--- config.mk ---
export PLATFORM = sky130hd
export DESIGN_NAME = audio_sample_buffer
export DESIGN_NICKNAME = d
export VERILOG_FILES = /design/src/rtl/audio_sample_buffer.sv
export SDC_FILE = /design/constraint.sdc
export NUM_CORES = 1
export LEC_CHECK = 0
export ABC_AREA = 1
export BUFFER_PORTS_ARGS = -buffer_cell sky130_fd_sc_hd__buf_2
export CAP_MARGIN = 20
export CORE_MARGIN = 3
export CORE_UTILIZATION = 43
export DETAILED_ROUTE_END_ITERATION = 10
export GPL_ROUTABILITY_DRIVEN = 1
export SETUP_SLACK_MARGIN = 0.4
export SLEW_MARGIN = 20
export SYNTH_ARGS = -nofsm -noshare
export SYNTH_HDL_FRONTEND = slang
export SYNTH_SLANG_ARGS = --single-unit
--- constraint.sdc ---
create_clock -name clk -period 2.71 [get_ports clk]
set_input_delay 0.1355 -clock clk [delete_from_list [all_inputs] [get_ports clk]]
set_output_delay 0.1355 -clock clk [all_outputs]
set_load 0.02 [all_outputs]
--- src/rtl/audio_sample_buffer.sv ---
// Audio sample FIFO between the packet decoder and the DAC: 16 x 32-bit buffer,
// IDLE/PLAY/DRAIN playback control, optional 22 kHz sample repetition.
module audio_sample_buffer (
  input  logic        clk,
  input  logic        reset,
  input  logic        in_valid,
  input  logic [31:0] in_data,
  input  logic        audio_starts,
  input  logic        audio_22khz,
  input  logic        is_audio_sample,
  input  logic        end_audio_sample,
  input  logic        all_1_packet,
  input  logic        sample_req,
  output logic [31:0] sample_out,
  output logic        sample_valid,
  output logic        playing,
  output logic        data_req,
  output logic [4:0]  fifo_level,
  output logic        underrun,
  output logic        overflow
);

  typedef enum logic [1:0] {IDLE, PLAY, DRAIN} state_e;

  state_e      state_q, state_d;
  logic [31:0] mem_q [16];
  logic [31:0] rd_data_q;
  logic [3:0]  rd_ptr_q, rd_ptr_d;
  logic [3:0]  wr_ptr_q, wr_ptr_d;
  logic [4:0]  level_q, level_d;
  logic        repeat_q, repeat_d;
  logic        mode_22k_q, mode_22k_d;
  logic        out_en_q, out_en_d;
  logic        valid_q;
  logic        underrun_q, underrun_d;
  logic        overflow_q, overflow_d;

  logic flush, start, has_data, serve, pop, push_req, push;

  always_comb begin
    flush    = in_valid & all_1_packet;
    start    = in_valid & audio_starts;
    has_data = (state_q != IDLE) && (level_q != 5'd0);
    serve    = sample_req & has_data & ~flush;
    // In 22 kHz mode every entry is handed out twice; only the second hand-out pops.
    pop      = serve & (~mode_22k_q | repeat_q);
    push_req = in_valid & is_audio_sample & (state_q == PLAY) & ~flush;
    push     = push_req & ((level_q != 5'd16) | pop);

    overflow_d = push_req & (level_q == 5'd16) & ~pop;
    underrun_d = sample_req & (state_q == PLAY) & (level_q == 5'd0) & ~flush;
    out_en_d   = serve;

    rd_ptr_d   = rd_ptr_q + {3'd0, pop};
    wr_ptr_d   = wr_ptr_q + {3'd0, push};
    level_d    = level_q + {4'd0, push} - {4'd0, pop};
    repeat_d   = serve ? (mode_22k_q & ~repeat_q) : repeat_q;
    mode_22k_d = mode_22k_q;
    state_d    = state_q;

    case (state_q)
      IDLE: begin
        if (start) begin
          state_d    = PLAY;
          mode_22k_d = audio_22khz;
        end
      end
      PLAY: begin
        if (in_valid & end_audio_sample) state_d = DRAIN;
      end
      DRAIN: begin
        if (start) begin
          state_d    = PLAY;
          mode_22k_d = audio_22khz;
        end else if ((level_q == 5'd0) && !repeat_q) begin
          state_d = IDLE;
        end
      end
      default: state_d = IDLE;
    endcase

    // Flush overrides every other event decided above.
    if (flush) begin
      state_d    = IDLE;
      rd_ptr_d   = 4'd0;
      wr_ptr_d   = 4'd0;
      level_d    = 5'd0;
      repeat_d   = 1'b0;
      mode_22k_d = mode_22k_q;
    end
  end

  always_ff @(posedge clk) begin
    if (push) mem_q[wr_ptr_q] <= in_data;
    if (sample_req) rd_data_q <= mem_q[rd_ptr_q];
  end

  always_ff @(posedge clk) begin
    if (reset) begin
      state_q    <= IDLE;
      rd_ptr_q   <= 4'd0;
      wr_ptr_q   <= 4'd0;
      level_q    <= 5'd0;
      repeat_q   <= 1'b0;
      mode_22k_q <= 1'b0;
      out_en_q   <= 1'b0;
      valid_q    <= 1'b0;
      underrun_q <= 1'b0;
      overflow_q <= 1'b0;
    end else begin
      state_q    <= state_d;
      rd_ptr_q   <= rd_ptr_d;
      wr_ptr_q   <= wr_ptr_d;
      level_q    <= level_d;
      repeat_q   <= repeat_d;
      mode_22k_q <= mode_22k_d;
      out_en_q   <= out_en_d;
      valid_q    <= sample_req;
      underrun_q <= underrun_d;
      overflow_q <= overflow_d;
    end
  end

  // Starved or idle requests still get a valid pulse, but with zero data.
  assign sample_out   = out_en_q ? rd_data_q : 32'd0;
  assign sample_valid = valid_q;
  assign playing      = (state_q != IDLE);
  assign data_req     = (state_q == PLAY) && (level_q <= 5'd8);
  assign fifo_level   = level_q;
  assign underrun     = underrun_q;
  assign overflow     = overflow_q;

endmodule

# After elaboration in Yosys (flattened, before gate mapping)
# Memory sizes are Yosys's and may differ from the RTL's. A register that Yosys moved wholly into a read port is not among the register bits.
# Index checks and enable logic that the tools add are counted.
# totals
register_bits	21
mem_bits_rw	512
in_bits	41
out_inout_bits	42
elab_cells	65
memories	1
# memory_table
name	depth	word_bits	read_ports	rd_clocked_by_memory_dff	write_ports	line	text
mem_q	16	32	1	1	1	26	logic [31:0] mem_q [16];
# op_classes
n_addsub	4
order_cmp	1
n_eq_ne	7
n_mux	8
bitwise	22
reduce_logical	12
# op_table
operator	count
$mux 32	1
$and 1x1->1	16
$add 4x1->4	2
$mux 2	4
$pmux 2 s3	1
$reduce_and 3->1	2
$add 5x1->5	1
$eq 5x5->1 const B	1
$le 5x4->1 const B	1
$logic_not 5->1	1
$ne 5x5->1 const B	1
$reduce_bool 5->1	1
$sub 5x1->5	1
$not 1->1	4
$reduce_or 2->1	2
$logic_and 1x1->1	3
$ne 3x3->1 const B	1
$eq 2x1->1 const B	1
$eq 2x2->1 const B	1
$logic_not 2->1	1
$mux 1	2
$ne 2x1->1 const B	1
$ne 2x2->1 const B	1
$or 1x1->1	2
other kinds (2)	2

# Logic depth before layout (Yosys ltp)
# Gate-level depths: netlist of the first run.
# depth
depth_word	9
mapped_depth	17
mapped_depth_nobuf	17

# Least setup slack after synthesis of the first run
# OpenSTA, ideal clock, no wires.
# synth_timing
path_type	flip-flop to flip-flop
from	register level_q[2] (netlist: fifo_level[2])
to	memory mem_q[0][0], enable pin
arrival_ps	2671
required_time_ps	2289
slack_ps	-382
stages_incl_launch_ff	8
n_path_buf	0
cell_sequence	dfxtp_1 -> inv_1 -> ha_1 -> nand3_1 -> nand3_1 -> nand2_1 -> nand3_1 -> nor2_1
# synth_between
elab_chain_len	9
elab_cells_between_ends	10
# synth_lines
element	line	text
start, declared	30	logic [4:0] level_q, level_d;
start signal, assigned	114	level_q <= level_d;
$reduce_bool 5->1	43	has_data = (state_q != IDLE) && (level_q != 5'd0);
$logic_and 1x1->1	43	
$and 1x1->1 (2 in a row)	44	serve = sample_req & has_data & ~flush;
$and 1x1->1	46	pop = serve & (~mode_22k_q | repeat_q);
$or 1x1->1 (*)	48	push = push_req & ((level_q != 5'd16) | pop);
$and 1x1->1 (*)	48	
$mux 1 (*)	94	if (push) mem_q[wr_ptr_q] <= in_data;
$mux 1 (implied by the code) (*)	94	
end, declared	26	
# Mark *: on every way between the ends. The rest lies on a longest branch, timed or not.

# Worst setup path after layout of the first run
# layout_timing
from	register level_q[2] (netlist: fifo_level[2])
to	register level_q[4] (netlist: fifo_level[4])
# layout_between
elab_chain_len	9
elab_cells_between_ends	10
# layout_lines
element	line	text
$reduce_bool 5->1	43	
$logic_and 1x1->1	43	
$and 1x1->1 (2 in a row)	44	
$and 1x1->1	46	
$or 1x1->1	48	
$and 1x1->1	48	
$add 5x1->5	56	level_d = level_q + {4'd0, push} - {4'd0, pop};
$sub 5x1->5 (*)	56	
# Marks and branches as above.
# A chain may end at the register's enable or synchronous reset.

==> results.md, run 1 <==
* Fin cells at 2746
* Dpl cells at 2582
* HPWL after DPL at 29.1 mm
* Worst ir drop on vdd at 0.000500 V
* Pre-CTS setup slack at 0.281 ns
* Met2 GRT Util at 0.314
* Largest area contributor in the netlist: edfxtp_1
* Most common cell after layout, fill and taps aside: edfxtp_1
* CTS Buffer Depth at 3
* Via/cell ratio at 5.19
* Critical path type: reg2reg
* Met3 Use GR at 0.0340
* Final setup viols at 0
* H-Tree Depth at 2
* Vias in the first global route at 14051
* Core box area at 53200 um2
* Remaining DRCs at 0
* Initial Util at 0.440
* Final hold slack at 0.0539 ns
* Antenna viol nets, final at 0
* Worst slew pin tran at 1.02 ns
* Gr busiest metal: met2
* Type of the worst min-delay path: in2reg
* Kind of end point of the critical path: register
* RSZ-0062 raised after global routing: true
* Clk sinks at 565
* Clk Latency, worst-skew pair at 0.61 ns
* Number of diodes at 0
* Area grow syn2layout at 16.1%
* First-pass GRT wire length at 83.1 mm
* R2R setup slack at 0.49 ns
* GPL Wtd Cong at 0.751
* Vias at 14260
* Io pins at 83
* Final Hold Viols at 0
* Final wirelength at 53.7 mm
* Final worst slack at 0.488 ns
* Storage cell area at 16800 um2
* PortBufs at 82
* Synth unique cells at 28
* Pwr Total at 0.0178 W
* Most frequent cells in the layout: 544 x edfxtp_1, 314 x inv_1, 212 x nand2_1
* Filler cells at 4586
* Largest net degree at the start of global routing at 91
* DIE HEIGHT at 239 um
* Worst Skew at 0.0137 ns
* Syn nets at 1926
* Fmax at 450 MHz
* PD cells at 657 nW/um2
* MaxCap Viol Count at 0
* Register area share after synthesis at 0.716
* Chip Width at 239 um
* GRT Total Usage at 0.190
* Leakage Power at 9.90 nW
* Register bit total from synthesis at 565
* Post-Syn Instances at 1872
* Global Route met1 Usage at 0.265
* Slew HR at 0.319
* Initial antenna violation count at 0
* Crit-path max FO at 3
* Max Slew Vio Count at 0
* Setup tns final at 0 ns
* Setup crit start kind: register
* Outcome: completed
* Multi-input gate area at 4860 um2
* Synth top area cells: edfxtp_1 70%, inv_1 5.1%, nand3_1 4.3%
* FP Rows at 84
* Root Driver: clkbuf_16
* Synth Warn # at 0
* Nets at 2064
* CTS tree: done
* GRT Residual Overflow at 0
* Area share of the largest cell type after synthesis at 0.698
* DRT Pass-1 Iters at 6
* DR WL/cell at 19.6 um
* Layout cell share with drive strength beyond 1 at 0.155
* Crit path DAT at 2.72 ns
* TritonCTS Buffers at 58
* Clk slew on worst S/H paths at 0.06 ns
* Area of the mapped netlist at 23400 um2
* Synth Area per Inst at 12.5 um2
* Initial DRC Count at 1237
* Final critical-path share of the clock period at 0.820
* Crit path required time at 3.21 ns
* Post-layout min period at 2.22 ns
* Die ar. at 57200 um2
final cells by class:
cell class / instances / share of cell area
inverter: 322 / 0.0447
clock inverter: 39 / 0.0148
sequential: 565 / 0.618
timing repair buffer: 188 / 0.0559
multi-input combinational: 875 / 0.179
tap: 688 / 0.0317
clock buffer: 69 / 0.0558
critical path: stages (launching register included):
cell and delay, ns:
dfxtp_4 0.37, inv_4 0.04, ha_4 0.16, nand3_4 0.09
nand3_4 0.09, nand2_4 0.10, nand2_4 0.05, ha_4 0.20
inv_2 0.04, ha_2 0.17, inv_2 0.04, fa_2 0.32
inv_2 0.06, nand2_1 0.05, nand2_1 0.08, a21oi_2 0.06
o21ai_1 0.13, a21oi_1 0.05
layer usage:
layer / vias to the layer above / part of all wire
met3: 86 / 0.051
met5: - / 0
met4: 0 / 0.019
met2: 321 / 0.48
met1: 7004 / 0.45
li1: 6849 / -
flip-flops by register name (all words and copies together), names as in the netlist, 2 cells and up:
signal / count
mem_q: 512
state_q: 2
wr_ptr_q: 4
rd_ptr_q: 4
rd_data_q: 32
fifo_level: 5
stage by stage:
stage	area, um2	util
4_1_cts	27100	0.509
2_1_floorplan	23500	-
3_5_place_dp	24600	0.463
3_3_place_gp	24600	0.463
6_report	27100	0.510
5_1_grt	27100	0.510
cell usage after synthesis (all sizes together):
cell type    n
nor2        38
ha          12
o211ai     128
nand2      214
o21ai      135
a31oi        1
buf         77
nor3b        1
dfxtp       21
clkinv       1
xnor2        2
clkbuf      33
nand4        2
a21oi      136
nor3         2
edfxtp     544
inv        321
nand3      203
fa           1
cells by family after synthesis:
kind of cell	synth area share
AO/OA/AOI/OAI	0.105
XOR/XNOR	0.000749
AND/OR/NAND/NOR	0.0852
buffers and inverters	0.0855
flip-flops	0.716
adder cells (fa/ha/maj)	0.00727
worst paths after layout:
kind / from / endpoint / depth (start not counted)
min reg2reg: mode_22k_q$_SDFFE_PP0P_ / mode_22k_q$_SDFFE_PP0P_ / 2
max reg2reg: fifo_level[2]$_SDFF_PP0_ / fifo_level[4]$_SDFF_PP0_ / 17
min: audio_starts / state_q[1]$_SDFFE_PP0P_ / 8
max: fifo_level[2]$_SDFF_PP0_ / fifo_level[4]$_SDFF_PP0_ / 17
what timing repair did:
| item | 4_1_cts | 5_1_grt |
|---|---|---|
| buffers inserted | 11 | 3 |
| hold buffers | 42 | 0 |
| setup endpoints to repair | 1 | 268 |
| endpoints found under the hold margin | 524 | 0 |
| pin swaps | 6 | 7 |
| gates resized for setup | 8 | 14 |
power by group:
group	internal (W)	total (W)	switching, W
logic	0.0000911	0.000284	0.000193
registers	0.00958	0.00959	0.00000822
clock network	0.00466	0.00797	0.00331
total	0.0143	0.0178	0.00351
Note: power is estimated with default switching activity, not from simulation.
==> run 2, diff against run 1 <==
Clock period 2.71 ns to 1.8 ns, I/O delays scaled along.
==> results.md, run 2 (synthesized netlist as in run 1, its figures left out) <==
* Initial Util at 0.440
* Setup crit start kind: register
* Max Slew Vio Count at 0
* Family with the most delay on the worst path: buffers and inverters
* Worst ir drop on vdd at 0.000752 V
* PD cells at 889 nW/um2
* First-pass GRT wire length at 84.6 mm
* Root Driver: clkbuf_16
* GRT Residual Overflow at 0
* RSZ-0062 raised after global routing: true
* GPL Wtd Cong at 0.800
* CTS Buffer Depth at 3
* MaxCap Viol Count at 0
* Worst slew pin tran at 0.674 ns
* Worst Path Buf+Inv at 10
* Pre-CTS setup slack at -0.475 ns
* Remaining DRCs at 0
* Crit-path max FO at 6
* Number of diodes at 0
* Core box area at 53200 um2
* Area grow syn2layout at 29.3%
* Largest net degree at the start of global routing at 59
* Dpl cells at 2645
* Clk sinks at 565
* Most common cell after layout, fill and taps aside: edfxtp_1
* Nets at 2209
* TritonCTS Buffers at 56
* Final critical-path share of the clock period at 1.28
* Leakage Power at 11.2 nW
* Crit path required time at 2.15 ns
* FP Rows at 84
* Violated checks: hold timing, setup timing
* Worst Skew at 0.0240 ns
* Most frequent cells in the layout: 544 x edfxtp_1, 293 x inv_1, 194 x nand3_1
* Initial DRC Count at 1522
* Vias at 15283
* Kind of end point of the critical path: register
* HPWL after DPL at 32.4 mm
* Die ar. at 57200 um2
* Clk slew on worst S/H paths at 0.06 ns
* Critical path type: reg2reg
* Crit path DAT at 2.64 ns
* Slew HR at 0.551
* Final wirelength at 63.6 mm
* Pwr Total at 0.0269 W
* Clk Latency, worst-skew pair at 0.63 ns
* Final Hold Viols at 1
* Most frequent CP cell: buf_6
* Post-layout min period at 2.30 ns
* CP Cell Sequence: inv_2 > nor2_4 > nand4_1 > inv_2 > buf_6 > buf_6 > buf_6 > buf_6 > nand3_2 > buf_6 > buf_6 > nor2_4 > buf_6 > clkbuf_16
* Initial antenna violation count at 1
* CP max stage cell: dfxtp_2
* Antenna viol nets, final at 0
* PortBufs at 82
* Fmax at 435 MHz
* Largest Register: mem_q
* # hold bufs at CTS at 39
* DR WL/cell at 22.0 um
* DIE HEIGHT at 239 um
* CTS tree: done
* DRT Pass-1 Iters at 5
* Chip Width at 239 um
* Fin cells at 2891
* Outcome: finished, violations left
* H-Tree Depth at 2
* GRT Total Usage at 0.194
* Max reg flops at 512
* Type of the worst min-delay path: in2reg
* Io pins at 83
* CP peak stage delay at 0.35 ns
* Final setup viols at 517
* Final worst slack at -0.497 ns
* Via/cell ratio at 5.29
* Layout cell share with drive strength beyond 1 at 0.239
* Final hold slack at -0.0117 ns
* Vias in the first global route at 14433
==> run 2: changes by cell type in the layout (fill, tap and decap cells not counted), moves of 7 or more <==
cell and delta:
buf_12 +47, buf_16 +14, buf_2 -19, buf_4 +13, buf_6 +54, buf_8 +7
clkbuf_16 +32, inv_1 -21, inv_2 +19, nand2_1 -21, nand2_4 +17
==> run 2: worst min-delay path, cell delays in order <==
cell,delay [ns]
buf_2,0.17
o21ai_1,0.11
nor2_2,0.06
nand2_1,0.08
nor2_1,0.05
==> run 2: worst paths after layout <==
path	startpoint	cells after the start	slack (ns)	endpoint
setup / recovery	state_q[0]$_SDFFE_PP0P_	14	-0.50	mem_q[5][12]$_DFFE_PP_
hold / removal	sample_req	5	-0.01	out_en_q$_SDFF_PP0_
setup reg to reg	state_q[0]$_SDFFE_PP0P_	14	-0.50	mem_q[5][12]$_DFFE_PP_
hold reg to reg	mode_22k_q$_SDFFE_PP0P_	2	0.50	mode_22k_q$_SDFFE_PP0P_
==> run 2: area by class of cell <==
| class | count | area (um2) |
|---|---|---|
| clock inverters | 44 | 435 |
| well taps | 688 | 861 |
| flip-flops and latches | 565 | 16800 |
| multi-input cells | 875 | 5130 |
| repair buffers | 335 | 4380 |
| clock buffers | 62 | 1450 |
| fillers | 4153 | 22900 |
| inverters | 322 | 1220 |
==> run 2: report_power, final <==
part | switching (W) | internal [W]
clock | 0.00511 | 0.00684
sequential | 0.0000200 | 0.0144
combinational | 0.000335 | 0.000174
total | 0.00547 | 0.0214
==> run 2: metrics by stage <==
step | setup TNS (ns) | area, um2 | util
CTS | -145.57 | 28400 | 0.533
global route | -202.68 | 30300 | 0.569
finish | -172.35 | 30300 | 0.569
floorplan | -155.99 | 23600 | -
detailed placement | -54.63 | 25600 | 0.481
global placement | -41.60 | 25600 | 0.481
==> run 2: repair_timing <==
item | CTS | global route
gates resized for setup | 44 | 170
gates cloned | 7 | 43
buffers inserted | 22 | 29
setup endpoints to repair | 591 | 593
hold endpoints to repair | 522 | 1
pin swaps | 20 | 38
==> run 2: routing by layer <==
layer  wire length (um)  global-route usage  vias to the layer above
met2              31600               0.328                      480
met1              26200               0.258                     7522
met4               2460              0.0689                        0
met5                  0                   0                        -
li1                   -                   -                     7157
met3               3330              0.0273                      124
